--- src/rtl/calc_pkg.sv ---
// Shared definitions for the calculator front end: operation codes, BCD
// limit, debounce FSM state encoding and small helpers used by operand_entry.
package calc_pkg;

  localparam logic [2:0] OP_NONE = 3'd0;
  localparam logic [2:0] OP_ADD  = 3'd1;
  localparam logic [2:0] OP_MUL  = 3'd2;
  localparam logic [2:0] OP_DIV  = 3'd3;
  localparam logic [2:0] OP_SUB  = 3'd4;

  localparam logic [3:0] BCD_MAX = 4'd9;

  typedef enum logic [1:0] {
    DB_IDLE         = 2'd0,
    DB_PRESS_WAIT   = 2'd1,
    DB_PRESSED      = 2'd2,
    DB_RELEASE_WAIT = 2'd3
  } db_state_t;

  // Counter width: enough bits for the largest timing parameter, plus one.
  function automatic int unsigned cnt_width(input int unsigned a,
                                            input int unsigned b,
                                            input int unsigned c);
    int unsigned m;
    m = a;
    if (b > m) m = b;
    if (c > m) m = c;
    return int'($clog2(m)) + 1;
  endfunction

  // Single BCD step with 9 -> 0 wrap.
  function automatic logic [3:0] bcd_inc(input logic [3:0] d);
    return (d >= BCD_MAX) ? 4'd0 : d + 4'd1;
  endfunction

  // Priority decode of the operation switches: bit0 wins over bit1, etc.
  function automatic logic [2:0] op_decode(input logic [3:0] sw);
    if (sw[0])      return OP_ADD;
    else if (sw[1]) return OP_MUL;
    else if (sw[2]) return OP_DIV;
    else if (sw[3]) return OP_SUB;
    else            return OP_NONE;
  endfunction

endpackage

--- src/rtl/operand_entry_if.sv ---
// Bus between the operand entry stage and its surroundings.
//   in          raw push-buttons (in[i] steps digit i)
//   operations  raw operation switches
//   digit0..3   BCD operand digits
//   op_code     decoded operation
//   upd         one-cycle pulse on any digit change
// slave: the operand entry stage; master: the environment driving it.
interface operand_entry_if;
  logic [3:0] in;
  logic [3:0] operations;
  logic [3:0] digit0;
  logic [3:0] digit1;
  logic [3:0] digit2;
  logic [3:0] digit3;
  logic [2:0] op_code;
  logic       upd;

  modport master (
    output in, operations,
    input  digit0, digit1, digit2, digit3, op_code, upd
  );

  modport slave (
    input  in, operations,
    output digit0, digit1, digit2, digit3, op_code, upd
  );
endinterface

--- src/rtl/btn_debounce.sv ---
// Per-button synchroniser + debounce FSM producing a registered one-cycle
// step pulse when a press is accepted.
//   clk, rstn  clock, async active-low reset
//   raw        asynchronous raw button level
//   step       registered one-cycle pulse per accepted press (or repeat)
// Optional macro AUTOREPEAT_EN: while held in PRESSED, emit a step after
// HOLD_CYCLES and then every REPEAT_CYCLES.
module btn_debounce
  import calc_pkg::*;
#(
  parameter int unsigned DB_CYCLES     = 1000000,
  parameter int unsigned HOLD_CYCLES   = 50000000,
  parameter int unsigned REPEAT_CYCLES = 20000000
) (
  input  logic clk,
  input  logic rstn,
  input  logic raw,
  output logic step
);

  localparam int unsigned  CW   = cnt_width(DB_CYCLES, HOLD_CYCLES, REPEAT_CYCLES);
  localparam logic [CW-1:0] DB_T = CW'(DB_CYCLES);
  localparam logic [CW-1:0] ONE  = CW'(1);
`ifdef AUTOREPEAT_EN
  localparam logic [CW-1:0] HOLD_T = CW'(HOLD_CYCLES);
  localparam logic [CW-1:0] REP_T  = CW'(REPEAT_CYCLES);
`endif

  logic [1:0]    sync_q;
  logic          lvl;
  db_state_t     state_q, state_d;
  logic [CW-1:0] cnt_q, cnt_d, cnt_inc;
  logic          step_d;
`ifdef AUTOREPEAT_EN
  logic [CW-1:0] hold_q, hold_d, hold_inc;
  logic          rep_q, rep_d;
`endif

  assign lvl     = sync_q[1];
  // Stability counter saturates at its terminal value.
  assign cnt_inc = (cnt_q >= DB_T) ? cnt_q : cnt_q + ONE;
`ifdef AUTOREPEAT_EN
  assign hold_inc = (&hold_q) ? hold_q : hold_q + ONE;
`endif

  // State, counters, synchroniser and step register.
  always_ff @(posedge clk or negedge rstn) begin
    if (!rstn) begin
      sync_q  <= 2'b00;
      state_q <= DB_IDLE;
      cnt_q   <= '0;
      step    <= 1'b0;
`ifdef AUTOREPEAT_EN
      hold_q  <= '0;
      rep_q   <= 1'b0;
`endif
    end else begin
      sync_q  <= {sync_q[0], raw};
      state_q <= state_d;
      cnt_q   <= cnt_d;
      step    <= step_d;
`ifdef AUTOREPEAT_EN
      hold_q  <= hold_d;
      rep_q   <= rep_d;
`endif
    end
  end

  // Next-state and step decision; the first differing sample already counts.
  always_comb begin
    state_d = state_q;
    cnt_d   = cnt_q;
    step_d  = 1'b0;
`ifdef AUTOREPEAT_EN
    hold_d  = '0;
    rep_d   = 1'b0;
`endif
    case (state_q)
      DB_IDLE: begin
        cnt_d = '0;
        if (lvl) begin
          if (ONE >= DB_T) begin
            state_d = DB_PRESSED;
            step_d  = 1'b1;
          end else begin
            state_d = DB_PRESS_WAIT;
            cnt_d   = ONE;
          end
        end
      end
      DB_PRESS_WAIT: begin
        if (!lvl) begin
          state_d = DB_IDLE;
          cnt_d   = '0;
        end else if (cnt_inc >= DB_T) begin
          state_d = DB_PRESSED;
          cnt_d   = '0;
          step_d  = 1'b1;
        end else begin
          cnt_d = cnt_inc;
        end
      end
      DB_PRESSED: begin
        cnt_d = '0;
        if (!lvl) begin
          if (ONE >= DB_T) begin
            state_d = DB_IDLE;
          end else begin
            state_d = DB_RELEASE_WAIT;
            cnt_d   = ONE;
          end
        end else begin
`ifdef AUTOREPEAT_EN
          // Hold phase first, then fixed repeat period until release.
          hold_d = hold_inc;
          rep_d  = rep_q;
          if ((!rep_q && hold_inc >= HOLD_T) || (rep_q && hold_inc >= REP_T)) begin
            step_d = 1'b1;
            hold_d = '0;
            rep_d  = 1'b1;
          end
`endif
        end
      end
      DB_RELEASE_WAIT: begin
        if (lvl) begin
          state_d = DB_PRESSED;
          cnt_d   = '0;
        end else if (cnt_inc >= DB_T) begin
          state_d = DB_IDLE;
          cnt_d   = '0;
        end else begin
          cnt_d = cnt_inc;
        end
      end
      default: begin
        state_d = DB_IDLE;
        cnt_d   = '0;
      end
    endcase
  end

endmodule

--- src/rtl/operand_entry.sv ---
// Operand entry stage: four debounced digit buttons stepping BCD digits
// 0..9 with wrap, plus a synchronised priority decode of the op switches.
//   clk, rstn  board clock, async active-low reset
//   bus        operand_entry_if.slave: in, operations -> digit0..3, op_code, upd
// Optional macro AUTOREPEAT_EN enables hold-to-repeat in btn_debounce.
module operand_entry
  import calc_pkg::*;
#(
  parameter int unsigned DB_CYCLES     = 1000000,
  parameter int unsigned HOLD_CYCLES   = 50000000,
  parameter int unsigned REPEAT_CYCLES = 20000000
) (
  input  logic           clk,
  input  logic           rstn,
  operand_entry_if.slave bus
);

  localparam int unsigned NDIG = 4;

  logic [NDIG-1:0] step;
  logic [3:0]      digit_q [NDIG];
  logic [3:0]      op_sync1_q, op_sync2_q;
  logic [2:0]      op_q;
  logic            upd_q;

  // One debouncer per digit button.
  for (genvar g = 0; g < NDIG; g++) begin : g_btn
    btn_debounce #(
      .DB_CYCLES    (DB_CYCLES),
      .HOLD_CYCLES  (HOLD_CYCLES),
      .REPEAT_CYCLES(REPEAT_CYCLES)
    ) u_db (
      .clk (clk),
      .rstn(rstn),
      .raw (bus.in[g]),
      .step(step[g])
    );
  end

  // Digit registers, update pulse, switch synchroniser and op register.
  always_ff @(posedge clk or negedge rstn) begin
    if (!rstn) begin
      for (int i = 0; i < NDIG; i++) digit_q[i] <= 4'd0;
      upd_q      <= 1'b0;
      op_sync1_q <= 4'd0;
      op_sync2_q <= 4'd0;
      op_q       <= OP_NONE;
    end else begin
      for (int i = 0; i < NDIG; i++) begin
        if (step[i]) digit_q[i] <= bcd_inc(digit_q[i]);
      end
      upd_q      <= |step;
      op_sync1_q <= bus.operations;
      op_sync2_q <= op_sync1_q;
      op_q       <= op_decode(op_sync2_q);
    end
  end

  assign bus.digit0  = digit_q[0];
  assign bus.digit1  = digit_q[1];
  assign bus.digit2  = digit_q[2];
  assign bus.digit3  = digit_q[3];
  assign bus.op_code = op_q;
  assign bus.upd     = upd_q;

endmodule

--- src/flat_wrapper.sv ---
// flat-port wrapper written by rule: the top's interface ports become plain ports
module operand_entry_flat import calc_pkg::*;
#(
  parameter int unsigned DB_CYCLES     = 1000000,
  parameter int unsigned HOLD_CYCLES   = 50000000,
  parameter int unsigned REPEAT_CYCLES = 20000000
)
  (clk, rstn, bus_in, bus_operations, bus_digit0, bus_digit1, bus_digit2, bus_digit3, bus_op_code, bus_upd);
  operand_entry_if bus_i ();
  input  logic clk;
  input  logic rstn;
  input wire logic [$bits(bus_i.in)-1:0] bus_in;
  input wire logic [$bits(bus_i.operations)-1:0] bus_operations;
  output wire logic [$bits(bus_i.digit0)-1:0] bus_digit0;
  output wire logic [$bits(bus_i.digit1)-1:0] bus_digit1;
  output wire logic [$bits(bus_i.digit2)-1:0] bus_digit2;
  output wire logic [$bits(bus_i.digit3)-1:0] bus_digit3;
  output wire logic [$bits(bus_i.op_code)-1:0] bus_op_code;
  output wire logic [$bits(bus_i.upd)-1:0] bus_upd;
  assign bus_i.in = bus_in;
  assign bus_i.operations = bus_operations;
  assign bus_digit0 = bus_i.digit0;
  assign bus_digit1 = bus_i.digit1;
  assign bus_digit2 = bus_i.digit2;
  assign bus_digit3 = bus_i.digit3;
  assign bus_op_code = bus_i.op_code;
  assign bus_upd = bus_i.upd;
  operand_entry #(.DB_CYCLES(DB_CYCLES), .HOLD_CYCLES(HOLD_CYCLES), .REPEAT_CYCLES(REPEAT_CYCLES)) u_core (.clk(clk), .rstn(rstn), .bus(bus_i));
endmodule
--- config.mk ---
export PLATFORM = sky130hd
export DESIGN_NAME = operand_entry_flat
export DESIGN_NICKNAME = d
export VERILOG_FILES = /design/src/rtl/calc_pkg.sv /design/src/rtl/operand_entry_if.sv /design/src/rtl/btn_debounce.sv /design/src/rtl/operand_entry.sv /design/src/flat_wrapper.sv
export SDC_FILE = /design/constraint.sdc
export NUM_CORES = 1
export LEC_CHECK = 0
export ABC_AREA = 0
export CORE_MARGIN = 2
export CORE_UTILIZATION = 57
export CTS_BUF_LIST = sky130_fd_sc_hd__clkbuf_4 sky130_fd_sc_hd__clkbuf_8
export DETAILED_ROUTE_END_ITERATION = 6
export GPL_ROUTABILITY_DRIVEN = 0
export HOLD_SLACK_MARGIN = 0.06
export PLACE_DENSITY = 0.78
export SLEW_MARGIN = 10
export SYNTH_ARGS = -nofsm -noshare
export SYNTH_HDL_FRONTEND = slang
export SYNTH_SLANG_ARGS = --single-unit
--- constraint.sdc ---
create_clock -name clk -period 2.8 [get_ports clk]
set_input_delay 0.7 -clock clk [delete_from_list [all_inputs] [get_ports clk]]
set_output_delay 0.7 -clock clk [all_outputs]
set_load 0.02 [all_outputs]
==> summary.txt <==
=====================================================================================
Area inside the core boundary ..........................................    13800 um2
Post-synthesis instance total ..........................................          784
Overflow left after global routing .....................................            0
RSZ-0062 raised after global routing ...................................          yes
Min cycle time layout ..................................................      2.93 ns
Actual slew at the worst max-slew pin ..................................     0.737 ns
TritonCTS buffer count .................................................           17
Cell at the root of the clock tree .....................................     clkbuf_8
Highest net fanout along the worst path ................................            5
CTS tree ...............................................................         done
Highest-count cells in the layout ignoring fill and taps ............... dfrtp_1 (156), buf_4 (90), nor2_1 (84), nand2_1 (57), xnor2_1 (44)
Kind of launch point of the worst setup path ...........................         flop
Number of max-slew violations in the final report ......................            0
Cell variety after synth ...............................................           77
Placed wire-length estimate after detailed placement ...................     11900 um
Fraction of post-synthesis cell area in the top cell type by area ......        0.490
Sequential element share of the synthesized area .......................        0.490
Wire length reported by the detailed router ............................     18400 um
Register clock-pin slew on the reported worst setup and hold paths .....      0.09 ns
I/O pin count ..........................................................           30
Effective utilization at floorplan .....................................        0.578
Clock latency reported for the late side of the worst-skew pair ........      0.48 ns
Die X-Extent ...........................................................       122 um
Fraction of layout instances using a drive strength above 1 ............        0.235
Utilization after layout ...............................................        0.720
Netlist Area Pre-Place .................................................     7970 um2
Synthesis-stage register bit count .....................................          156
Minimum hold slack .....................................................     0.161 ns
Post-cts hold buffer count .............................................            0
Worst min-delay path category .......................................... primary input to asynchronous set/reset pin
Largest cells by area after synthesis .................................. dfrtp_1 (49%), xnor2_1 (4.8%), nor2_1 (4.8%)
Register Area ..........................................................     3900 um2
Maximum clock frequency ................................................    0.341 GHz
Violations in the final reports ........................................ negative setup slack
Antenna diode count ....................................................            0
Crit path required time ................................................      3.16 ns
Worst setup margin .....................................................    -0.130 ns
Mean area per synthesized cell .........................................     10.2 um2
Async set-reset flop share out of synthesis ............................         1.00
Worst Setup Path Type .................................................. flop to flop
I/O Buffers ............................................................           29
Vias in the first global route .........................................         6455
Die area ...............................................................    14900 um2
Buffer depth of the longest clock path .................................            2
Most frequent standard cell in the layout excluding fill and tap cells .      dfrtp_1
Overall power after layout .............................................      5.58 mW
Count of filler cells inserted in the layout ...........................          977
Max Clock Skew .........................................................    0.0125 ns
Count of yosys warnings during synthesis ...............................            0
Post-route antenna net violation count .................................            0
Number of sinks handled by clock tree synthesis ........................          156
Routed wire per std cell ...............................................      16.4 um
First-pass iteration count of the detailed router ......................            6
Post-detailed-placement cell area ......................................     9120 um2
EDFF count, synth ......................................................            0
Layout overhead on the synthesized area ................................        24.4%
Net count, final .......................................................          960
Fin crit share .........................................................         1.05
Critical path arrival ..................................................      3.29 ns
Total of max-cap violations ............................................            0
Post-synth top area cell ...............................................      dfrtp_1
Deepest level of the CTS H-tree ........................................            4
1st-iter DRT viols .....................................................          678
Initial antenna violation count ........................................            0
Static leakage .........................................................      4.08 nW
Power per cell area ....................................................   563 nW/um2
Type of destination of the critical path ...............................         flop
Area of the multi-input gates ..........................................     4210 um2
Total GRT Usage ........................................................        0.249
Global-route wire length before repair .................................     29500 um
Remaining max-slew budget at the tightest pin ..........................        0.509
Floorplan die height ...................................................       122 um
Setup Viol. Count Final ................................................           40
Cell area after layout .................................................     9910 um2
Pin count of the biggest net entering global routing ...................           55
IR Drop Worst-Case VDD .................................................       545 uV
Setup TNS ..............................................................     -3.02 ns
Final hold viol count ..................................................            0
Result of the run ...................................................... finished with violations
Vias per Instance ......................................................         5.86
Synth Flop Type ........................................................      dfrtp_1
Standard-cell rows .....................................................           43
DRC Markers ............................................................            0
Vias after detailed routing ............................................         6583
=====================================================================================
timing repair:
| action | 4_1_cts | 5_1_grt |
|---|---|---|
| pin swaps | 7 | 27 |
| setup endpoints to repair | 56 | 73 |
| buffers inserted | 4 | 4 |
| gates cloned | 0 | 2 |
| resized for setup | 16 | 60 |
per-layer routing:
layer	wire [um]	track usage	part of all wire	vias up
met2	9160	0.415	0.50	265
met3	1070	0.0637	0.058	77
li1	-	-	-	3038
met4	589	0.102	0.032	0
met1	7590	0.310	0.41	3203
met5	0	0	0	-
synth_stat cells, types with 7 or more instances:
cell        n
mux2i_1    11
xor2_1     24
nand2b_1   13
nor2_1    102
dfrtp_1   156
o21ai_0    19
nand3_1    24
inv_1      31
nand2_1    58
buf_2       7
a21oi_1    20
clkbuf_1   14
and3_1     20
nand4_1    30
nor4_1     15
xnor2_1    44
o31ai_1     7
ha_1       20
and4_1      7
nor3_1     22
nor2_4      9
power by group:
part / internal [mW] / switching (mW) / leakage, nW / total, mW
Clock: 0.806 / 0.903 / 0.195 / 1.71
Sequential: 2.49 / 0.261 / 2.03 / 2.75
Combinational: 0.536 / 0.580 / 1.85 / 1.12
cell families (layout without fill, tap and decap cells):
| group | Yosys count | after routing | share of synthesized area |
|---|---|---|---|
| other cells | 1 | 28 | 0.000471 |
| compound gates | 108 | 108 | 0.0985 |
| flops | 156 | 156 | 0.490 |
| simple gates | 358 | 358 | 0.250 |
| xor+xnor | 68 | 68 | 0.0748 |
| fa+ha+maj | 20 | 20 | 0.0314 |
| mux | 16 | 16 | 0.0214 |
| buf+inv | 57 | 189 | 0.0338 |
registers in the layout, indices dropped and copies added, names as in the netlist, named ones only:
register and count:
u_core.op_sync1_q 4, u_core.bus.op_code 3, u_core.g_btn.u_db.state_q 4, u_core.bus.digit0 4
u_core.bus.digit3 4, u_core.bus.upd 1, u_core.bus.digit2 4, u_core.bus.digit1 4
u_core.g_btn.u_db.cnt_q 108, u_core.op_sync2_q 4, u_core.g_btn.u_db.step 4, u_core.g_btn.u_db.sync_q 8
path summary, 6_finish.rpt:
check	start	endpoint	slack (ns)	cells past startpoint
min in group clk	u_core.g_btn[1].u_db.sync_q[0]	u_core.g_btn[1].u_db.sync_q[1]	0.35	0
setup / recovery	u_core.g_btn[1].u_db.cnt_q[8]	flop	-0.13	8
setup reg to reg	u_core.g_btn[1].u_db.cnt_q[8]	flop	-0.13	8
hold / removal	rstn	u_core.g_btn[0].u_db.cnt_q[12]	0.16	1
max in group asynchronous	rstn	u_core.g_btn[1].u_db.cnt_q[16]	1.97	2
hold reg to reg	u_core.g_btn[1].u_db.sync_q[0]	u_core.g_btn[1].u_db.sync_q[1]	0.35	0
layout make-up:
cell class / count / share of cell area
Clock buffer: 17 / 0.0236
Clock inverter: 15 / 0.0163
Inverter: 31 / 0.0117
Multi-Input combinational cell: 598 / 0.425
Sequential cell: 156 / 0.394
Tap cell: 180 / 0.0227
Timing Repair Buffer: 126 / 0.107
through the flow:
stage	cells	setup slack (ns)
floorplan	811	-0.156
global placement	1081	-0.166
detailed placement	1081	-0.288
CTS	1117	-0.107
global route	1123	-0.217
finish	1123	-0.130
critical path, stage by stage (launching register included):
cell       delay (ns)
dfrtp_1          0.39
o31a_1           0.32
or4b_4           0.62
a2111oi_2        0.52
xnor2_1          0.15
nand3_1          0.13
o21ai_2          0.11
nor3b_2          0.25
mux2_4           0.32
No activity file was read; power rests on OpenSTA's default activity.
